## src/rtl/sm_arb.sv

```systemverilog
// Round-robin arbiter sharing one sum-every-3 datapath among N requesters, with owner-tag return routing.
// Optional define SM_ARB_TIMEOUT_EN pads a stalled group with zero beats after TIMEOUT idle cycles.
module sm_arb #(
    parameter int N       = 4,
    parameter int DEPTH   = 4,
    parameter int TIMEOUT = 16
) (
    input  logic                 clk,
    input  logic                 rst,
    input  logic [N-1:0]         i_dval,
    input  logic [4*N-1:0]       i,
    output logic [N-1:0]         i_rdy,
    output logic                 dp_dval,
    output logic [3:0]           dp_i,
    input  logic                 dp_o_dval,
    input  logic [5:0]           dp_o,
    output logic                 o_dval,
    output logic [$clog2(N)-1:0] o_id,
    output logic [5:0]           o,
    output logic                 err
);

    localparam int IW = $clog2(N);
    localparam int PW = $clog2(DEPTH);
    localparam int CW = $clog2(DEPTH + 1);
`ifdef SM_ARB_TIMEOUT_EN
    localparam int SW = $clog2(TIMEOUT + 1);
`endif

    if (N < 2 || N > 8 || DEPTH < 2 || TIMEOUT < 1) begin : g_param_check
        $error("sm_arb: N must be 2..8, DEPTH at least 2, TIMEOUT at least 1");
    end

    typedef enum logic [1:0] {
        IDLE  = 2'd0,
        BURST = 2'd1
`ifdef SM_ARB_TIMEOUT_EN
        , PAD = 2'd2
`endif
    } state_t;

    state_t          r_state;
    logic [IW-1:0]   r_owner;
    logic [IW-1:0]   r_last;
    logic [1:0]      r_count;
    logic [IW-1:0]   r_tags [DEPTH];
    logic [PW-1:0]   r_wptr;
    logic [PW-1:0]   r_rptr;
    logic [CW-1:0]   r_occ;
    logic            r_dp_dval;
    logic [3:0]      r_dp_i;
    logic            r_o_dval;
    logic [IW-1:0]   r_o_id;
    logic [5:0]      r_o;
    logic            r_err;
`ifdef SM_ARB_TIMEOUT_EN
    logic [SW-1:0]   r_stall;
    logic [SW-1:0]   w_stall_nx;
`endif

    state_t          w_state_nx;
    logic [IW-1:0]   w_owner_nx;
    logic [IW-1:0]   w_last_nx;
    logic [1:0]      w_count_nx;
    logic            w_push;
    logic            w_pop;
    logic            w_xfer;
    logic            w_beat;
    logic [3:0]      w_beat_data;
    logic            w_found;
    logic [IW-1:0]   w_sel;
    logic [IW-1:0]   w_idx;
    logic            w_has_room;
    logic [3:0]      w_sample;

    function automatic logic [PW-1:0] nextPtr(input logic [PW-1:0] p);
        return (p == PW'(DEPTH - 1)) ? '0 : p + 1'b1;
    endfunction

    assign w_sample   = i[{r_owner, 2'b00} +: 4];
    assign w_has_room = r_occ < CW'(DEPTH);
    assign w_pop      = dp_o_dval && (r_occ != '0);

    // Rotating priority search starting just after the last completed owner.
    always_comb begin
        w_found = 1'b0;
        w_sel   = '0;
        w_idx   = '0;
        for (int j = 1; j <= N; j++) begin
            w_idx = IW'((int'(r_last) + j) % N);
            if (!w_found && i_dval[w_idx]) begin
                w_found = 1'b1;
                w_sel   = w_idx;
            end
        end
    end

    always_comb begin
        w_state_nx  = r_state;
        w_owner_nx  = r_owner;
        w_last_nx   = r_last;
        w_count_nx  = r_count;
        w_push      = 1'b0;
        w_xfer      = 1'b0;
        w_beat      = 1'b0;
        w_beat_data = 4'd0;
        i_rdy       = '0;
`ifdef SM_ARB_TIMEOUT_EN
        w_stall_nx  = r_stall;
`endif
        case (r_state)
            IDLE: begin
`ifdef SM_ARB_TIMEOUT_EN
                w_stall_nx = '0;
`endif
                if (w_found && w_has_room) begin
                    w_owner_nx = w_sel;
                    w_push     = 1'b1;
                    w_count_nx = 2'd0;
                    w_state_nx = BURST;
                end
            end
            BURST: begin
                i_rdy[r_owner] = 1'b1;
                w_xfer         = i_dval[r_owner];
                if (w_xfer) begin
                    w_beat      = 1'b1;
                    w_beat_data = w_sample;
`ifdef SM_ARB_TIMEOUT_EN
                    w_stall_nx  = '0;
`endif
                    if (r_count == 2'd2) begin
                        w_state_nx = IDLE;
                        w_last_nx  = r_owner;
                        w_count_nx = 2'd0;
                    end else begin
                        w_count_nx = r_count + 2'd1;
                    end
                end
`ifdef SM_ARB_TIMEOUT_EN
                else if (r_stall == SW'(TIMEOUT - 1)) begin
                    w_state_nx = PAD;
                    w_stall_nx = '0;
                end else begin
                    w_stall_nx = r_stall + 1'b1;
                end
`endif
            end
`ifdef SM_ARB_TIMEOUT_EN
            // Zero beats complete the group so the datapath never holds a mixed-owner sum.
            PAD: begin
                w_beat = 1'b1;
                if (r_count == 2'd2) begin
                    w_state_nx = IDLE;
                    w_last_nx  = r_owner;
                    w_count_nx = 2'd0;
                end else begin
                    w_count_nx = r_count + 2'd1;
                end
            end
`endif
            default: w_state_nx = IDLE;
        endcase
    end

    always_ff @(posedge clk) begin
        if (rst) begin
            r_state   <= IDLE;
            r_owner   <= '0;
            r_last    <= IW'(N - 1);
            r_count   <= 2'd0;
            r_wptr    <= '0;
            r_rptr    <= '0;
            r_occ     <= '0;
            r_dp_dval <= 1'b0;
            r_dp_i    <= 4'd0;
            r_o_dval  <= 1'b0;
            r_o_id    <= '0;
            r_o       <= 6'd0;
            r_err     <= 1'b0;
`ifdef SM_ARB_TIMEOUT_EN
            r_stall   <= '0;
`endif
        end else begin
            r_state   <= w_state_nx;
            r_owner   <= w_owner_nx;
            r_last    <= w_last_nx;
            r_count   <= w_count_nx;
`ifdef SM_ARB_TIMEOUT_EN
            r_stall   <= w_stall_nx;
`endif
            if (w_push) begin
                r_tags[r_wptr] <= w_owner_nx;
                r_wptr         <= nextPtr(r_wptr);
            end
            if (w_pop) begin
                r_rptr <= nextPtr(r_rptr);
            end
            case ({w_push, w_pop})
                2'b10:   r_occ <= r_occ + 1'b1;
                2'b01:   r_occ <= r_occ - 1'b1;
                default: r_occ <= r_occ;
            endcase
            r_dp_dval <= w_beat;
            if (w_beat) begin
                r_dp_i <= w_beat_data;
            end
            r_o_dval <= w_pop;
            if (w_pop) begin
                r_o    <= dp_o;
                r_o_id <= r_tags[r_rptr];
            end
            if (dp_o_dval && (r_occ == '0)) begin
                r_err <= 1'b1;
            end
        end
    end

    assign dp_dval = r_dp_dval;
    assign dp_i    = r_dp_i;
    assign o_dval  = r_o_dval;
    assign o_id    = r_o_id;
    assign o       = r_o;
    assign err     = r_err;

endmodule

```

## config.mk

```make
export PLATFORM = sky130hd
export DESIGN_NAME = sm_arb
export DESIGN_NICKNAME = d
export VERILOG_FILES = /design/src/rtl/sm_arb.sv
export SDC_FILE = /design/constraint.sdc
export NUM_CORES = 1
export LEC_CHECK = 0
export ABC_AREA = 1
export CAP_MARGIN = 20
export CORE_ASPECT_RATIO = 0.6
export CORE_MARGIN = 3
export CORE_UTILIZATION = 51
export CTS_BUF_LIST = sky130_fd_sc_hd__clkbuf_8
export DETAILED_ROUTE_END_ITERATION = 7
export PLACE_DENSITY = 0.86
export SYNTH_ARGS = -nofsm -noshare
export SYNTH_HDL_FRONTEND = slang
export SYNTH_SLANG_ARGS = --single-unit
```

## constraint.sdc

```tcl
create_clock -name clk -period 3.2 [get_ports clk]
set_input_delay 0.64 -clock clk [delete_from_list [all_inputs] [get_ports clk]]
set_output_delay 0.64 -clock clk [all_outputs]
set_load 0.03 [all_outputs]
```

Word-level counts from Yosys, hierarchy flattened
Memory sizes are Yosys's and may differ from the RTL's. A register that Yosys moved wholly into a read port is not among the register bits.
Index checks and enable logic that the tools add are counted.
{"block": "word_totals", "ff_bits": 28, "ramBits": 8, "input_bits": 29, "out_inout_bits": 19, "elab_cells": 100, "memories": 1}
{"block": "op_classes", "add_sub_neg": 9, "order_cmp": 7, "n_eq_ne": 9, "n_shift": 1, "muxes": 43, "reduce_logical": 18}
{"memory": "r_tags", "words": 4, "width": 2, "read_ports": 1, "rd_clocked_by_memory_dff": 1, "wr": 1, "line": "46", "source": "logic [IW-1:0] r_tags [DEPTH];"}
{"operator": "2-bit two-way mux", "n": 14}
{"operator": "1-bit two-way mux", "n": 17}
{"operator": "16-bit by 5-bit variable part select with 4-bit output", "n": 1}
{"operator": "2-bit by 3-bit < comparator with 1-bit output (second input constant)", "n": 5}
{"operator": "4-bit two-way mux", "n": 3}
{"operator": "2-bit by 1-bit adder with 2-bit output (second input constant)", "n": 5}
{"operator": "1-bit binary-select mux with 2-bit select", "n": 5}
{"operator": "3-bit AND reduction", "n": 3}
{"operator": "2-bit equality test (second input constant)", "n": 4}
{"operator": "2-bit case mux with 2 select lines", "n": 2}
{"operator": "1-bit logical AND", "n": 7}
{"operator": "2-bit != test (second input constant)", "n": 3}
{"operator": "3-bit case mux with 2 select lines", "n": 1}
{"operator": "2-bit adder (second input constant)", "n": 2}
{"operator": "2-bit by 1-bit equality test with 1-bit output (second input constant)", "n": 2}
{"operator": "2-bit nonzero test", "n": 2}
{"operator": "3-bit by 1-bit adder with 3-bit output (second input constant)", "n": 1}
{"operator": "1-bit logical NOT", "n": 3}
{"operator": "3-bit logical NOT", "n": 1}
{"operator": "3-bit < comparator (second input constant)", "n": 1}
{"operator": "3-bit nonzero test", "n": 1}
{"operator": "3-bit by 1-bit subtractor with 3-bit output (second input constant)", "n": 1}
{"operator": "1-bit demux with 2-bit select", "n": 1}
{"operator": "2-bit by 1-bit >= comparator with 1-bit output (second input constant)", "n": 1}
{"operator": "2-bit logical NOT", "n": 1}

Longest topological paths before layout
{"block": "depth", "depth_word": 19, "ltp_mapped": 18, "depth_no_buf": 17}

Least setup slack after synthesis
No wires, ideal clock.
{"block": "synth_timing", "path_kind": "input-to-reg", "from": "in i_dval[3]", "to": "reg r_occ[2]", "t_arrival_ns": 2.294, "t_required_ns": 3.078, "setup_slack_ns": 0.783, "cell_stages": 16, "n_path_buf": 0, "cell_sequence": "nand2_1 > nand2_2 > nand2_1 > nand2_2 > nor2_4 > nand3_2 > nand2_4 > inv_4 > nand2_8 > ha_1 > inv_1 > fa_1 > a21oi_1 > o21ai_0 > o21ai_0 > a21oi_1"}
{"block": "synth_between", "elab_chain_len": 17, "elab_cells_between_ends": 25}
{"element": "from (decl)", "line": "10", "source": "input logic [N-1:0] i_dval,"}
{"element": "1-bit binary-select mux with 2-bit select", "line": "91", "source": "if (!w_found && i_dval[w_idx]) begin"}
{"element": "1-bit two-way mux (implied by the code)", "line": "91"}
{"element": "1-bit two-way mux", "line": "91"}
{"element": "1-bit logical NOT", "line": "91"}
{"element": "1-bit logical AND", "line": "91"}
{"element": "1-bit two-way mux", "line": "91"}
{"element": "1-bit logical NOT", "line": "91"}
{"element": "1-bit logical AND", "line": "91"}
{"element": "1-bit two-way mux", "line": "91"}
{"element": "1-bit logical NOT", "line": "91"}
{"element": "1-bit logical AND", "line": "91"}
{"element": "1-bit two-way mux (*)", "line": "91"}
{"element": "1-bit logical AND (*)", "line": "116", "source": "if (w_found && w_has_room) begin"}
{"element": "1-bit two-way mux (*)", "line": "116"}
{"element": "1-bit two-way mux (*)", "line": "111", "source": "case (r_state)"}
{"element": "2-bit by 1-bit equality test with 1-bit output / 2-bit equality test (equally long branches)", "line": "199", "source": "case ({w_push, w_pop})"}
{"element": "3-bit case mux with 2 select lines / 2-bit nonzero test (equally long branches)"}
{"element": "to (signal assigned)", "line": "200", "source": "2'b10: r_occ <= r_occ + 1'b1;"}
{"element": "to (signal assigned)", "line": "201", "source": "2'b01: r_occ <= r_occ - 1'b1;"}
{"element": "to (signal assigned)", "line": "202", "source": "default: r_occ <= r_occ;"}
{"element": "to (decl)", "line": "49", "source": "logic [CW-1:0] r_occ;"}
Every way passes the cells marked *; elsewhere a longest branch is shown, timed or not. The select of a mux whose other input is x is not followed.
A chain may end at the register's enable or synchronous reset.

Worst setup path after layout
{"block": "layout_timing", "from": "in i_dval[2]", "to": "reg r_occ[2]"}
Same word-level chain as after synthesis.

==> impl_metrics.env <==
export IMPL_status="finished, final reports clean"
export IMPL_synthCells=253
export IMPL_firstDrtPassIters=4
export IMPL_stdcell_area_um2=2584
export IMPL_tightest_slew_ns=0.4736
export IMPL_cts_sinks=37
export IMPL_routed_via_count=1803
export IMPL_drcViolationCount=0
export IMPL_yosysMostFrequentCell="nor2_1"
export IMPL_multi_input_area_um2=983.4
export IMPL_syn_cell_area_um2=1968
export IMPL_drtIter0Drc=114
export IMPL_placedInstanceArea_um2=2487
export IMPL_critPathCaptureType="flip-flop"
export IMPL_fin_tns_setup_ns=0
export IMPL_postCtsSetupRepairBufs=0
export IMPL_max_freq_mhz=349.3
export IMPL_r2r_cells=17
export IMPL_regArea_um2=820.8
export IMPL_ctsResizeCount=0
export IMPL_dpl_hpwl_um=3466
export IMPL_wl_per_cell_um=12.98
export IMPL_rows=16
export IMPL_ys_seq_area_frac=0.4170
export IMPL_synthArstFlopShare=0
export IMPL_port_buffers=47
export IMPL_grt_max_degree=23
export IMPL_ys_flop_type="dfxtp_1"
export IMPL_finalSetupViolCount=0
export IMPL_hold_buffers=0
export IMPL_crit_path_end="r_occ[2]$_SDFFE_PP0P_"
export IMPL_htree_levels=2
export IMPL_r2r_end="r_occ[2]$_SDFFE_PP0P_"
export IMPL_n_fill_cell=261
export IMPL_p_leak_nw=1.076
export IMPL_finalHoldViolCount=0
export IMPL_wl_um=4542
export IMPL_period_needed_ns=2.863
export IMPL_io_pins=48
export IMPL_wl_met1_um=2186
export IMPL_ys_types=36
export IMPL_topRoutingLayerUsed="met4"
export IMPL_maxCapViolCount=0
export IMPL_netlist_area_leader_share=0.2950
export IMPL_startpoint="i_dval[2]"
export IMPL_num_antenna_cells=0
export IMPL_wl_met2_um=1873
export IMPL_clockRootBuffer="clkbuf_8"
export IMPL_p_per_area_nw_per_um2=659.7
export IMPL_initial_core_util=0.5683
export IMPL_period_share=0.8946
export IMPL_synth_area_leaders="dfxtp_1 (29%), edfxtp_1 (12%), nor2_1 (9.7%), o21ai_0 (7.4%), nand2_1 (5.9%)"
export IMPL_startpoint_type="input port"
export IMPL_crit_type="in -> reg"
export IMPL_fin_cells=350
export IMPL_area_growth_pct=31.28
export IMPL_r2r_start="r_last[0]$_SDFFE_PP1P_"
export IMPL_clock_latency_ns=0.28
export IMPL_antenna_found_initial=0
export IMPL_grt_util_all_layers=0.2064
export IMPL_avgSynthCellArea_um2=7.779
export IMPL_viasPerCell=5.151
export IMPL_worstHoldPathType="reg -> reg"
export IMPL_cp_max_fo=6
export IMPL_nets=340
export IMPL_clk_pin_slew_worst_paths_ns=0.07
export IMPL_arrival_ns=3.03
export IMPL_synth_edff_count=8
export IMPL_ys_top_cells_by_count="nor2_1 (51), nand2_1 (31), dfxtp_1 (29), o21ai_0 (29), inv_1 (24)"
export IMPL_dp_cells=342
export IMPL_die_w_um=86.20
export IMPL_crit_required_ns=3.37
export IMPL_core_area_um2=3463
export IMPL_gp_congestion=0.8772
export IMPL_grt_pass1_wl_um=7376
export IMPL_ys_seq_elements=37
export IMPL_cts_made_buffers=5
export IMPL_wl_met3_um=468
export IMPL_yosysTopAreaCell="dfxtp_1"
export IMPL_yosysWarnings=0
export IMPL_clock_path_buffers=2
export IMPL_whs_ns=0.4642
export IMPL_die_area_um2=4665
export IMPL_slew_limit_headroom=0.6838
export IMPL_ant_nets=0
export IMPL_min_from="err$_SDFFE_PP0P_"
export IMPL_syn_nets=289
export IMPL_die_y_um=54.12
export IMPL_layout_drive_gt1_share=0.1279
export IMPL_report_final_slew_viol_count=0
export IMPL_grt_setup_unrepaired="false"
export IMPL_clock_skew_final_ns=0.005779
export IMPL_vdd_drop_max_uv=408.0
export IMPL_overflow=0
export IMPL_first_global_vias=1623
export IMPL_cts_tree="done"
export IMPL_reg2reg_slack_ns=0.48
-- per-stage QoR --
stage | power (mW) | util | setup slack [ns]
2_1_floorplan | 1.127 | - | 0.7831
3_3_place_gp | 1.350 | 0.7182 | 0.2253
3_5_place_dp | 1.369 | 0.7182 | 0.07750
4_1_cts | 1.706 | 0.7460 | 0.3701
5_1_grt | 1.820 | 0.7460 | 0.08688
6_report | 1.704 | 0.7460 | 0.3372
-- flip-flops by register name (all words and copies together) (netlist names) --
signal,flops
r_tags,8
o,6
dp_i,4
r_occ,3
o_id,2
r_count,2
r_last,2
r_owner,2
r_rptr,2
r_wptr,2
dp_dval,1
err,1
o_dval,1
r_state,1
-- worst min-delay path by stage --
| stage | to | cells past startpoint |
|---|---|---|
| global route | r_count[1]$_SDFFE_PP0P_ | 1 |
| CTS | err$_SDFFE_PP0P_ | 2 |
| finish | err$_SDFFE_PP0P_ | 2 |
| global placement | err$_SDFFE_PP0P_ | 2 |
| floorplan | r_count[1]$_SDFFE_PP0P_ | 1 |
| detailed placement | err$_SDFFE_PP0P_ | 2 |
-- worst max-delay path: stages --
cell             delay [ns]
clkdlybuf4s50_1        0.46
nand2_1                0.11
nand2_2                0.09
nand2_2                0.11
nand2_4                0.07
nor2_4                 0.11
nand3_2                0.10
nand2_4                0.10
inv_4                  0.05
nand2_8                0.09
ha_1                   0.15
inv_1                  0.06
fa_1                   0.38
a21oi_1                0.16
o21ai_0                0.13
o21ai_0                0.16
a21oi_1                0.06
-- layout make-up --
class | instances | share of cell area
clock buffers | 6 | 0.03196
clock inverters | 2 | 0.005327
inverters | 29 | 0.04600
multi-input cells | 179 | 0.3806
flip-flops and latches | 37 | 0.3177
well taps | 45 | 0.02179
repair buffers | 52 | 0.1966
-- kinds of logic after synthesis --
logic type                 synth area share
muxes                               0.02034
DFF                                  0.4170
AOI/OAI and AO/OA                    0.1615
adders and majority gates           0.04831
and+or+nand+nor                      0.2695
buffers and inverters               0.08328
-- where the power goes --
| group | internal [mW] | total (mW) | switching [mW] |
|---|---|---|---|
| logic | 0.284 | 0.713 | 0.430 |
| registers | 0.583 | 0.654 | 0.0708 |
| clock network | 0.174 | 0.337 | 0.162 |
-- placed cells by master, fill, tap and decap left out, types with 5 or more instances in the layout --
cell type and count:
nand2_4 5, clkbuf_8 6, nand2_2 7, clkdlybuf4s50_1 47, dfxtp_1 29, o21ai_0 29
nor2_1 51, nand3_1 9, edfxtp_1 8, nand2_1 31, buf_4 5, a21oi_1 10
inv_1 24, ha_1 6
-- per-layer routing --
metal / track usage / up-vias
li1: - / 930
met1: 0.2907 / 803
met2: 0.3133 / 66
met3: 0.06575 / 4
met4: 0.04145 / 0
met5: 0 / -
Power figures use the tool's default switching activity.
